<file path="config.mk">
export PLATFORM = sky130hd
export DESIGN_NAME = ctrl_pipe
export DESIGN_NICKNAME = d
export VERILOG_FILES = /design/src/rtl/ctrl_pipe.sv
export SDC_FILE = /design/constraint.sdc
export NUM_CORES = 1
export LEC_CHECK = 0
export ABC_CLOCK_PERIOD_IN_PS = 6200
export BUFFER_PORTS_ARGS = -buffer_cell sky130_fd_sc_hd__buf_2
export CORE_MARGIN = 8
export CORE_UTILIZATION = 57
export DETAILED_ROUTE_END_ITERATION = 7
export PLACE_DENSITY = 0.85
export SKIP_CTS_REPAIR_TIMING = 1
export SYNTH_ARGS = -nofsm -noshare
export SYNTH_HDL_FRONTEND = slang
export SYNTH_SLANG_ARGS = --single-unit
</file>
<file path="constraint.sdc">
create_clock -name clk -period 6.2 [get_ports clk]
set_clock_uncertainty 0.2 [all_clocks]
set_input_delay 1.24 -clock clk [delete_from_list [all_inputs] [get_ports clk]]
set_output_delay 1.24 -clock clk [all_outputs]
set_load 0.03 [all_outputs]
</file>
<file path="src/rtl/ctrl_pipe.sv">
// Pipeline control for a 5-stage in-order core: carries decoded control from ID
// through EX/MEM/WB and resolves load-use stalls, branch flushes and forwarding.
module ctrl_pipe #(
  parameter int CNT_W = 16
) (
  input  logic             clk,
  input  logic             rst_n,
  input  logic [4:0]       id_ex,
  input  logic [2:0]       id_m,
  input  logic [2:0]       id_wb,
  input  logic             id_valid,
  input  logic [4:0]       id_rs1,
  input  logic [4:0]       id_rs2,
  input  logic [4:0]       id_rd,
  input  logic             ex_zero,
  output logic             ex_alu_src_b,
  output logic [3:0]       ex_alu_op,
  output logic             mem_mem_write,
  output logic             wb_reg_write,
  output logic [1:0]       wb_mem_to_reg,
  output logic [4:0]       wb_rd,
  output logic             stall,
  output logic             flush_ifid,
  output logic             branch_taken,
  output logic [1:0]       fwd_a,
  output logic [1:0]       fwd_b,
  output logic [CNT_W-1:0] stall_cnt,
  output logic [CNT_W-1:0] flush_cnt
);

  typedef struct packed {
    logic       alu_src_b;
    logic [3:0] alu_op;
    logic       branch;
    logic       b_type;
    logic       mem_write;
    logic       reg_write;
    logic [1:0] mem_to_reg;
    logic [4:0] rs1;
    logic [4:0] rs2;
    logic [4:0] rd;
  } ex_reg_t;

  // Later stages keep only the fields still consumed downstream.
  typedef struct packed {
    logic       mem_write;
    logic       reg_write;
    logic [1:0] mem_to_reg;
    logic [4:0] rd;
  } mem_reg_t;

  typedef struct packed {
    logic       reg_write;
    logic [1:0] mem_to_reg;
    logic [4:0] rd;
  } wb_reg_t;

  ex_reg_t  ex_q, ex_d;
  mem_reg_t mem_q, mem_d;
  wb_reg_t  wb_q, wb_d;
  logic     load_use;

  function automatic logic [1:0] fwd_sel(input logic [4:0] rs, input mem_reg_t m,
                                         input wb_reg_t w);
    if (m.reg_write && m.rd != 5'd0 && m.rd == rs)      return 2'b10;
    else if (w.reg_write && w.rd != 5'd0 && w.rd == rs) return 2'b01;
    else                                                return 2'b00;
  endfunction

  assign load_use = id_valid && ex_q.reg_write && (ex_q.mem_to_reg == 2'b11) &&
                    (ex_q.rd != 5'd0) && ((ex_q.rd == id_rs1) || (ex_q.rd == id_rs2));

  assign branch_taken = ex_q.branch && (ex_q.b_type ? ex_zero : ~ex_zero);
  // A taken branch squashes the ID instruction, so its load-use stall is moot.
  assign stall        = load_use && !branch_taken;
  assign flush_ifid   = branch_taken;

  always_comb begin
    ex_d = '0;
    if (id_valid && !branch_taken && !load_use) begin
      ex_d.alu_src_b  = id_ex[4];
      ex_d.alu_op     = id_ex[3:0];
      ex_d.branch     = id_m[2];
      ex_d.b_type     = id_m[1];
      ex_d.mem_write  = id_m[0];
      ex_d.reg_write  = id_wb[2];
      ex_d.mem_to_reg = id_wb[1:0];
      ex_d.rs1        = id_rs1;
      ex_d.rs2        = id_rs2;
      ex_d.rd         = id_rd;
    end
  end

  always_comb begin
    mem_d            = '0;
    mem_d.mem_write  = ex_q.mem_write;
    mem_d.reg_write  = ex_q.reg_write;
    mem_d.mem_to_reg = ex_q.mem_to_reg;
    mem_d.rd         = ex_q.rd;
    wb_d             = '0;
    wb_d.reg_write   = mem_q.reg_write;
    wb_d.mem_to_reg  = mem_q.mem_to_reg;
    wb_d.rd          = mem_q.rd;
  end

  always_ff @(posedge clk or negedge rst_n) begin
    if (!rst_n) begin
      ex_q  <= '0;
      mem_q <= '0;
      wb_q  <= '0;
    end else begin
      ex_q  <= ex_d;
      mem_q <= mem_d;
      wb_q  <= wb_d;
    end
  end

  always_ff @(posedge clk or negedge rst_n) begin
    if (!rst_n) begin
      stall_cnt <= '0;
      flush_cnt <= '0;
    end else begin
      if (stall && !(&stall_cnt))      stall_cnt <= stall_cnt + 1'b1;
      if (flush_ifid && !(&flush_cnt)) flush_cnt <= flush_cnt + 1'b1;
    end
  end

  assign ex_alu_src_b  = ex_q.alu_src_b;
  assign ex_alu_op     = ex_q.alu_op;
  assign mem_mem_write = mem_q.mem_write;
  assign wb_reg_write  = wb_q.reg_write;
  assign wb_mem_to_reg = wb_q.mem_to_reg;
  assign wb_rd         = wb_q.rd;
  assign fwd_a         = fwd_sel(ex_q.rs1, mem_q, wb_q);
  assign fwd_b         = fwd_sel(ex_q.rs2, mem_q, wb_q);

endmodule
</file>
After elaboration in Yosys (flattened, before gate mapping)
Index checks and enable logic that the tools add are counted.
Widths: inputs -> output; s select.

storage, ports and cells
  flip-flop bits (word level) = 75
  bits in latches = 0
  memory bits (writable) = 0
  memory bits (read-only) = 0
  bits of input ports = 30
  output and inout bits = 53
  logic and storage cells = 61
  memories = 0

cells by class
  add/subtract/negate cells = 2
  multipliers = 0
  div/mod/pow operators = 0
  magnitude comparators = 0
  equal/unequal tests = 7
  shift-type cells = 0
  mux-type cells = 6
  bitwise gates (word level) = 1
  reductions and logical operators = 26

operator list
  operator               count
  $add 16x1->16 const B  2
  $reduce_and 16->1      2
  $eq 5x5->1             6
  $mux 26                1
  $logic_and 1x1->1      16
  $reduce_bool 5->1      3
  $logic_not 1->1        4
  $mux 2                 2
  $mux 1                 3
  $eq 2x2->1 const B     1
  $logic_or 1x1->1       1
  $not 1->1              1

Longest topological paths before layout
Gate-level depths: netlist of the first run.

  depth after elaboration = 7
  gate-level depth with buffers = 6
  depth with buffers taken out = 6

Worst setup path after synthesis of the first run
Ideal clock, no wire load.

  kind = flip-flop to output port
  start point = register mem_q[1] in the netlist's numbering
  end point = output port fwd_a[0]
  data arrival time = 2.336 ns
  data required time = 4.760 ns
  slack = 2.424 ns
  stages on the path, launching flop included = 5
  buffers on the path = 0
  cell sequence = dfrtp_1 or4_1 o21ai_0 nor4_1 nor4_1

between the ends
  longest elaborated chain between the ends = 4
  elaborated cells on any way between the ends = 5
  classes of those cells = eq/ne: 1; mux: 1; reduce/logical: 3

ends and longest elaborated chain
  item                      RTL line  source
  start: declaration        59        mem_reg_t mem_q, mem_d;
  start signal: assignment  113       mem_q <= mem_d;
  $reduce_bool 5->1         65        if (m.reg_write && m.rd != 5'd0 && m.rd == rs) return 2'b10;
  $logic_and 1x1->1         65
  $logic_and 1x1->1 *       65
  $mux 2 *                  65
  end: declaration          25        output logic [1:0] fwd_a,

Every way passes the cells marked *; elsewhere a longest branch is shown, timed or not.

Worst setup path after layout of the first run
  start point = input port id_rs1[0]
  end point = output port stall

between the ends
  longest elaborated chain between the ends = 4

ends and longest elaborated chain
  item                RTL line  source
  start: declaration  12        input logic [4:0] id_rs1,
  $eq 5x5->1          71        (ex_q.rd != 5'd0) && ((ex_q.rd == id_rs1) || (ex_q.rd == id_rs2));
  $logic_or 1x1->1    71
  $logic_and 1x1->1   71
  $logic_and 1x1->1   75        assign stall = load_use && !branch_taken;
  end: declaration    22        output logic stall,

No other way between the ends.

==> metrics, run 1 <==
status finished clean; FMAX 251 MHz; slew margin rel. 0.407; RSZ-0062 raised after global routing no; number of max-cap violations 0; DRC Markers 0; first drt pass iteration count 4; max reg flops 21; chip width 92.3 um; antenna cell count 0; Clk Latency, worst-skew pair 0.34 ns; Die Y 92.3 um; Core Area 5570 um^2; CTS tree done; most frequent cells in the layout 82 x buf_2, 75 x dfrtp_1, 41 x xor2_1; register area share after synthesis 0.566; dpl cell area 3750 um^2; PwrDens 281 nW/um^2; commonest non-fill, non-tap cell in the layout buf_2; post-synth design cell area 3310 um^2; Longest Clk Path Bufs 2; IO buf count 82; per-cell routed wire length 15.7 um; Final period util 0.643; Root Driver clkbuf_8; Max IR drop VDD 0.000243 V; FF+latch count, synth 75; total number of vias 2329; Synth Instances 275; sum of negative setup slack 0 ns; share of cells above drive strength 1 0.301; CP Class input pin to output port; HP Class flip-flop to flip-flop; WP data required 4.76 ns; largest net degree at the start of global routing 76; Slew @ Worst Pin 0.889 ns; Post-synth EDFFs 0; syn nets 307; DP HPWL 5.14 mm; Synth Flop Type dfrtp_1; final estimated routing congestion in global placement 0.856; # rows 27; GRT Util Overall 0.172; initial core utilization 0.595; Slew Viols, Final 0; crit end category output port; synth warn 0; CP max FO 17; Detailed Route WL 6.87 mm; Avg Inst Size Synth 12.1 um^2; Sink Count 75; CTS buffer count 9; final setup vio count 0; nets 393; residual overflow from global routing 0; die area 8510 um^2; H-Tree Depth 3; vias in the first global route 2557; CP Launch Type input pin; Fin. Hold Viols 0; antenna viol nets, final 0; most flop-heavy register ex_q; area delta synth->final 20.0%; num ports 83; Largest regs ex_q x21, flush_cnt x16, stall_cnt x16; Clock transition at path regs 0.07 ns; vias per cell 5.32; initial antenna violation count 0; final instance area 3980 um^2; Leakage 2.06 nW; Cell variety after synth 39; CP arrival 2.54 ns; FFs w/ async S/R, synth 1.00; Starting DRT DRC Count 59; first-pass GRT wire length 11.7 mm; Tmin final 3.98 ns
path summary, 6_finish.rpt:
kind                                               to               start  slack [ns]  depth (start not counted)
min reg2reg                wb_mem_to_reg[1]$_DFF_PN0_  mem_q[6]$_DFF_PN0_        0.15                          0
min in group asynchronous     mem_mem_write$_DFF_PN0_               rst_n        0.90                          2
max in group asynchronous    stall_cnt[9]$_DFFE_PN0P_               rst_n        4.32                          2
max reg2reg                  stall_cnt[1]$_DFFE_PN0P_   ex_q[0]$_DFF_PN0_        3.96                          5
min                        wb_mem_to_reg[1]$_DFF_PN0_  mem_q[6]$_DFF_PN0_        0.15                          0
max                                             stall           id_rs1[0]        2.22                          6
worst max-delay path: stages:
cell and delay (ns):
buf_2 0.11, xor2_1 0.19, nor3_2 0.07, a22oi_2 0.62
nor2_1 0.10, buf_2 0.21
routing by layer:
layer	global-route usage	routed length (um)
met5	0	0
met4	0.0940	177
met3	0.0579	430
met2	0.287	3460
met1	0.190	2800
layout make-up:
type / instances / area, um^2
clock buffer: 12 / 155
clock inverter: 4 / 72.6
fill: 395 / 1600
inverter: 2 / 7.51
multi-input combinational: 190 / 1360
sequential: 75 / 1880
tap: 72 / 90.1
timing repair buffer: 83 / 418
cells by family (layout without fill, tap and decap cells):
family / Yosys count / in the layout / share of synthesized area
compound gates: 14 / 14 / 0.0370
fa+ha+maj: 2 / 2 / 0.00755
xor+xnor: 59 / 59 / 0.156
flops: 75 / 75 / 0.566
simple gates: 113 / 113 / 0.202
mux: 2 / 2 / 0.00793
buf+inv: 10 / 101 / 0.0238
synthesized netlist by cell type (2+ instances only):
cell type	count	area share
inv_1	2	0.0023
or4_1	4	0.0091
and3_1	3	0.0057
o21ai_0	3	0.0045
xor2_1	41	0.11
nor3_2	2	0.0060
ha_1	2	0.0075
nand2_1	12	0.014
and2_1	26	0.049
nor3_1	9	0.014
xnor2_1	18	0.048
buf_4	5	0.011
a21oi_1	2	0.0030
nor4_1	12	0.023
dfrtp_1	75	0.57
nand4_1	8	0.015
buf_6	3	0.010
o21a_1	2	0.0045
and4_1	4	0.011
nor2_1	8	0.0091
nand3_1	16	0.024
per-stage QoR:
step / instances / worst slack (ns) / hold WS (ns) / util / power [mW]
floorplan: 275 / 2.42 / 0.131 / - / 0.658
global placement: 422 / 2.26 / 0.133 / 0.673 / 0.708
detailed placement: 422 / 2.22 / 0.140 / 0.673 / 0.714
CTS: 438 / 2.22 / 0.155 / 0.714 / 1.13
global route: 438 / 2.08 / 0.166 / 0.714 / 1.17
finish: 438 / 2.22 / 0.150 / 0.714 / 1.12
report_power, final:
part	total (mW)	internal, mW	switching (mW)	leakage [nW]
Sequential	0.554	0.520	0.0342	0.995
Combinational	0.148	0.0546	0.0936	0.958
Clock	0.414	0.248	0.166	0.113
Total	1.12	0.823	0.294	2.06
No activity file was read; power rests on OpenSTA's default activity.
==> run 2, diff against run 1 <==
ABC_AREA = 1   (was unset)
ABC_CLOCK_PERIOD_IN_PS = 3800   (was 6200)
CORE_UTILIZATION = 55   (was 57)
PLACE_DENSITY = 0.8   (was 0.85)
clock period = 3.8 ns   (was 6.2 ns; I/O delays follow)
==> run 2 against run 1 <==
Compared with the run above: wire length is 16% higher; register-to-register slack worse by 2.5 ns; via count grew 31%; sequential cell count unchanged; worst hold slack worse by 0.00082 ns; non-clock buffer count decreased by 1; critical endpoint unchanged.
==> metrics, run 2 <==
status finished clean (unchanged); Starting DRT DRC Count 111 (was 59); Cell Int Power 1.29 mW (was 823 uW); metal1 wirelength 3.30 mm (was 2.80 mm); CP max FO 4 (was 17); total number of vias 3054 (was 2329); most frequent cells in the layout 113 x nand2_1, 81 x buf_2, 75 x dfrtp_1 (was 82 x buf_2, 75 x dfrtp_1, 41 x xor2_1); Hold Path Stages 0 (unchanged); most flop-heavy register ex_q (unchanged); CTS buffer count 9 (unchanged); Pwr Total 1.89 mW (was 1.12 mW); CTS tree done (unchanged); initial core utilization 0.567 (was 0.595); commonest non-fill, non-tap cell in the layout nand2_1 (was buf_2); fillers 563 (was 395); HP Class flip-flop to flip-flop (unchanged); Clk Latency, worst-skew pair 0.33 ns (was 0.34 ns); Max IR drop VDD 0.000378 V (was 0.000243 V); Fin. Hold Viols 0 (unchanged); post-synthesis compound-gate area fraction 0.0166 (was 0.0370); vias in the first global route 3050 (was 2557); final estimated routing congestion in global placement 0.845 (was 0.856); crit end category output port (unchanged); residual overflow from global routing 0 (unchanged); Cell Chain, Critical Path buf_2 > nor2_1 > nor2_1 > nor2_1 > nand3_2 > nand2_4 > nand3_4 > inv_1 > buf_2 (was buf_2 > xor2_1 > nor3_2 > a22oi_2 > nor2_1 > buf_2); FMAX 377 MHz; highest metal used met4 (unchanged); Root Driver clkbuf_8 (unchanged); CP Class input pin to output port (unchanged); Longest Clk Path Bufs 2 (unchanged); Leakage 2.38 nW (was 2.06 nW); Logic pwr share 0.196 (was 0.133); P_sw 598 uW (was 294 uW); Avg Inst Size Synth 8.59 um^2 (was 12.1 um^2); share of cells above drive strength 1 0.275 (was 0.301); FFs w/ async S/R, synth 1.00 (unchanged); Tmin final 2.65 ns; PwrDens 422 nW/um^2 (was 281 nW/um^2); CP arrival 1.69 ns (was 2.54 ns); WL met3 536 um (was 430 um); per-cell routed wire length 12.6 um (was 15.7 um); FF+latch count, synth 75 (unchanged); register area share after synthesis 0.487 (was 0.566); antenna viol nets, final 0 (unchanged); largest net degree at the start of global routing 76 (unchanged); final setup vio count 0 (unchanged); Synth Instances 448 (was 275); Cell variety after synth 32 (was 39); Synth Flop Type dfrtp_1 (unchanged); Seq pwr share 0.490 (was 0.496); Die Y 99.7 um (was 92.3 um); chip width 99.7 um (was 92.3 um); Util after Layout 0.658 (was 0.714); GRT Util Overall 0.166 (was 0.172); CP max-delay cell buf_2 (was a22oi_2); Adder-Cell Fraction of Synth Area 0.00650 (was 0.00755); max reg flops 21 (unchanged); Synth Area in XOR/XNOR 0.0978 (was 0.156); Clock transition at path regs 0.07 ns (about the same); synth warn 0 (unchanged); largest family of logic cells by synthesized area simple AND/OR/NAND/NOR gates (unchanged); CP Launch Type input pin (unchanged); most common cell in the synthesized netlist nand2_1 (was dfrtp_1); # rows 30 (was 27); sum of negative setup slack 0 ns (unchanged); Sink Count 75 (unchanged); most used cell, CP nor2_1 (was buf_2); Yosys top cell area share 0.487 (was 0.566); post-synth design cell area 3850 um^2 (was 3310 um^2); Post-synth EDFFs 0 (unchanged); die area 9930 um^2 (was 8510 um^2); first-pass GRT wire length 13.3 mm (was 11.7 mm); WP data required 2.84 ns (was 4.76 ns); RSZ-0062 raised after global routing no (unchanged); H-Tree Depth 3 (unchanged); Detailed Route WL 7.94 mm (was 6.87 mm); syn nets 480 (was 307); Synth area leader dfrtp_1 (unchanged); DRC Markers 0 (unchanged); first drt pass iteration count 4 (unchanged); area delta synth->final 16.2% (was 20.0%); Largest regs ex_q x21, flush_cnt x16, stall_cnt x16 (unchanged); Synth area leaders dfrtp_1 49%, nand2_1 11%, nor2_1 5.5% (was dfrtp_1 57%, xor2_1 11%, and2_1 4.9%); Synth Area in Simple Gates 0.311 (was 0.202); Clk network pwr share 0.314 (was 0.371); Slew @ Worst Pin 0.919 ns (was 0.889 ns); switching part of the total 0.317 (was 0.263); slew margin rel. 0.388 (was 0.407); CP peak stage delay 0.19 ns (was 0.62 ns); initial antenna violation count 0 (unchanged); nets 562 (was 393); Final period util 0.698; num ports 83 (unchanged); antenna cell count 0 (unchanged); fraction of synthesized area in multiplexers 0 (was 0.00793); Core Area 6790 um^2 (was 5570 um^2); R2R depth 9 (was 5); Slew Viols, Final 0 (unchanged); met2 wire len 4.05 mm (was 3.46 mm); DP HPWL 6.05 mm (was 5.14 mm); top cells by count, synth 113 x nand2_1, 75 x dfrtp_1, 56 x nor2_1, 47 x inv_1, 23 x xor2_1 (was 75 x dfrtp_1, 41 x xor2_1, 26 x and2_1, 18 x xnor2_1, 16 x nand3_1); number of max-cap violations 0 (unchanged); IO buf count 82 (unchanged); vias per cell 4.85 (was 5.32)
## run 2: cell count changes in the layout (fill, tap and decap cells not counted), moves of 5 or more
| cell | delta |
|---|---|
| and2_1 | -26 |
| inv_1 | +45 |
| inv_2 | +8 |
| nand2_1 | +101 |
| nand2_2 | +21 |
| nand3_2 | +5 |
| nor2_1 | +48 |
| nor4_1 | -9 |
| o21ai_1 | +9 |
| xor2_1 | -18 |
## run 2: cell type report
type	count	area, um^2	share of cell area
clock buffers	10	138	0.0308
flip-flops and latches	75	1880	0.420
inverters	56	210	0.0470
clock inverters	5	53.8	0.0120
well taps	96	120	0.0269
repair buffers	82	413	0.0923
multi-input cells	306	1660	0.371
## run 2: routing by layer
metal  up-vias  global-route usage
li1       1531                   -
met1      1424               0.188
met2        95               0.284
met3         4              0.0489
met4         0              0.0710
met5         -                   0
## run 2: path summary, 6_finish.rpt
check                                    startpoint                          to  slack [ns]
setup / recovery                          id_rs2[0]                       stall        1.15
hold / removal                   mem_q[5]$_DFF_PN0_  wb_mem_to_reg[0]$_DFF_PN0_        0.15
setup reg to reg           flush_cnt[0]$_DFFE_PN0P_    flush_cnt[3]$_DFFE_PN0P_        1.48
hold reg to reg                  mem_q[5]$_DFF_PN0_  wb_mem_to_reg[0]$_DFF_PN0_        0.15
max in group asynchronous                     rst_n    flush_cnt[7]$_DFFE_PN0P_        2.46
min in group asynchronous                     rst_n    stall_cnt[4]$_DFFE_PN0P_        0.34
## run 2: stage by stage
stage | instance area (um^2) | std cells | setup WS, ns | hold slack (ns)
finish | 4470 | 630 | 1.15 | 0.149
global route | 4470 | 630 | 1.01 | 0.154
CTS | 4470 | 630 | 1.13 | 0.152
detailed placement | 4280 | 615 | 1.13 | 0.135
global placement | 4280 | 615 | 1.15 | 0.133
floorplan | 3850 | 448 | 0.811 | 0.131
## run 2: critical path, delay by kind of cell
family,cells,cell delay [ns]
buffers and inverters,3,0.36
AND/OR/NAND/NOR,6,0.56
## run 2: kinds of logic (layout without fill, tap and decap cells)
logic type,count (synthesis),after routing
simple gates,249,249
xor+xnor,43,43
fa+ha+maj,2,2
buf+inv,67,153
flops,75,75
compound gates,12,12
## run 2: power groups by stage
stage / Sequential [mW] / Combinational, mW / Clock, mW
floorplan: 1.02 / 0.173 / 0
global placement: 0.938 / 0.365 / 0
detailed placement: 0.941 / 0.374 / 0
CTS: 0.926 / 0.375 / 0.610
global route: 0.934 / 0.414 / 0.640
finish: 0.925 / 0.370 / 0.592
==> run 3, diff against run 2 <==
ABC_AREA = 0   (was 1)
ABC_CLOCK_PERIOD_IN_PS = 2600   (was 3800)
CORE_UTILIZATION = 53   (was 55)
clock period = 2.6 ns   (was 3.8 ns; I/O delays follow)
==> run 3 against run 2 <==
Compared with the run above: the flow now finishes with violations (negative setup slack); die area down 9.0%; global-route usage increased by 0.14 points; worst hold slack about the same; via count decreased by 22%; combinational power is 7.3% higher; final cell count fell by 27%; power up 40%; sequential share of layout area is 2.9 points higher; non-clock buffer count up 16; highest routed layer unchanged.
==> metrics, run 3 (same netlist as run 1, synthesis figures left out) <==
Starting DRT DRC Count 59 (was 111); vias in the first global route 2476 (was 3050); Core Area 6200 um^2 (was 6790 um^2); CP max-delay cell or4_4 (was buf_2); Cell Chain, Critical Path or4_1 > o21ai_0 > or4_4 > nor4_4 > buf_6 (was buf_2 > nor2_1 > nor2_1 > nor2_1 > nand3_2 > nand2_4 > nand3_4 > inv_1 > buf_2); WP data required 1.88 ns (was 2.84 ns); Tmin final 2.75 ns; sum of negative setup slack -0.219 ns (was 0 ns); PwrDens 631 nW/um^2 (was 422 nW/um^2); Leakage 2.15 nW (was 2.38 nW); CTS buffer count 9 (unchanged); Largest regs ex_q x21, flush_cnt x16, stall_cnt x16 (unchanged); num ports 83 (unchanged); area delta synth->final 26.4% (was 16.2%); Non-Filler Instances 458 (was 630); slew margin rel. 0.657 (was 0.388); max reg flops 21 (unchanged); Sink Count 75 (unchanged); status finished with violations (was finished clean); CP Class flip-flop to output port (was input pin to output port); dpl cell area 3850 um^2 (was 4280 um^2); largest net degree at the start of global routing 45 (was 76); first drt pass iteration count 6 (was 4); initial antenna violation count 0 (unchanged); vias per cell 5.23 (was 4.85); number of max-cap violations 0 (unchanged); worst hold margin 0.150 ns (was 0.149 ns); DP HPWL 5.31 mm (was 6.05 mm); crit end category output port (unchanged); first-pass GRT wire length 11.6 mm (was 13.3 mm); FMAX 364 MHz; Detailed Route WL 7.32 mm (was 7.94 mm); Die Y 95.1 um (was 99.7 um); Top Family by Delay on Critical Path simple AND/OR/NAND/NOR gates (unchanged); Final period util 1.06; HP Class flip-flop to flip-flop (unchanged); Longest Clk Path Bufs 2 (unchanged); share of cells above drive strength 1 0.357 (was 0.275); CP Launch Type flip-flop (was input pin); Buf/Inv on CP 1 (was 3); Clk Latency, worst-skew pair 0.34 ns (was 0.33 ns); setup slack after layout -0.148 ns (was 1.15 ns); most frequent cells in the layout 77 x buf_2, 74 x dfrtp_1, 41 x xor2_1 (was 113 x nand2_1, 81 x buf_2, 75 x dfrtp_1); CP arrival 2.03 ns (was 1.69 ns); total number of vias 2395 (was 3054); commonest non-fill, non-tap cell in the layout buf_2 (was nand2_1); H-Tree Depth 3 (unchanged); Place WS 0.0434 ns (was 1.13 ns); CTS tree done (unchanged); Max IR drop VDD 0.000650 V (was 0.000378 V); final instance area 4190 um^2 (was 4470 um^2); per-cell routed wire length 16.0 um (was 12.6 um); most flop-heavy register ex_q (unchanged); Placed Instances 432 (was 615); die area 9040 um^2 (was 9930 um^2); residual overflow from global routing 0 (unchanged); initial core utilization 0.534 (was 0.567); Clock transition at path regs 0.07 ns (about the same); final estimated routing congestion in global placement 0.863 (was 0.845); Fin. Hold Viols 0 (unchanged); antenna cell count 0 (unchanged); antenna viol nets, final 0 (unchanged); Slew @ Worst Pin 0.515 ns (was 0.919 ns); Slew Viols, Final 0 (unchanged); chip width 95.1 um (was 99.7 um); IO buf count 82 (unchanged); GRT Util Overall 0.168 (was 0.166); Root Driver clkbuf_8 (unchanged); # rows 29 (was 30); CP max FO 4 (unchanged); CP peak stage delay 0.58 ns (was 0.19 ns); nets 408 (was 562); final setup vio count 3 (was 0); RSZ-0062 raised after global routing yes (was no); failing checks negative setup slack; DRC Markers 0 (unchanged)
## run 3: changes by cell type in the layout (fill, tap and decap cells not counted), sizes merged, moves of 7 or more
| cell | change |
|---|---|
| nor2 | -56 |
| nand2 | -123 |
| nor4 | +10 |
| xor2 | +18 |
| o21ai | -7 |
| buf | +15 |
| and2 | +26 |
| inv | -53 |
## run 3: path summary, 6_finish.rpt
| check | startpoint | to | slack (ns) | depth (start not counted) |
|---|---|---|---|---|
| max reg2reg | ex_q[4]$_DFF_PN0_ | stall_cnt[1]$_DFFE_PN0P_ | 0.31 | 6 |
| max in group asynchronous | rst_n | mem_q[2]$_DFF_PN0_ | 1.17 | 3 |
| min reg2reg | mem_q[5]$_DFF_PN0_ | wb_mem_to_reg[0]$_DFF_PN0_ | 0.15 | 0 |
| min | mem_q[5]$_DFF_PN0_ | wb_mem_to_reg[0]$_DFF_PN0_ | 0.15 | 0 |
| min in group asynchronous | rst_n | stall_cnt[3]$_DFFE_PN0P_ | 0.46 | 2 |
| max | wb_rd[2]$_DFF_PN0_ | fwd_b[0] | -0.15 | 5 |
## run 3: area by class of cell
cell class,count,area (um^2)
multi-input combinational,190,1430
tap,77,96.3
inverter,2,7.51
timing repair buffer,98,569
clock inverter,4,47.5
sequential,75,1880
clock buffer,12,165
fill,463,2010
## run 3: power by group
group          leakage [nW]  switching (mW)  internal, mW
Sequential            0.993          0.0810          1.24
Clock                 0.108           0.408         0.519
Combinational          1.05           0.242         0.155
Total                  2.15           0.731          1.91
## run 3: through the flow
step,power [mW],util
3_3_place_gp,1.71,0.621
5_1_grt,2.76,0.675
4_1_cts,2.66,0.655
6_report,2.64,0.675
3_5_place_dp,1.72,0.621
2_1_floorplan,1.58,-
## run 3: metal layers
metal | track usage | routed length [um] | part of all wire
met5 | 0 | 0 | 0
met4 | 0.0923 | 181 | 0.025
met3 | 0.0339 | 304 | 0.042
met2 | 0.274 | 3770 | 0.51
met1 | 0.204 | 3070 | 0.42
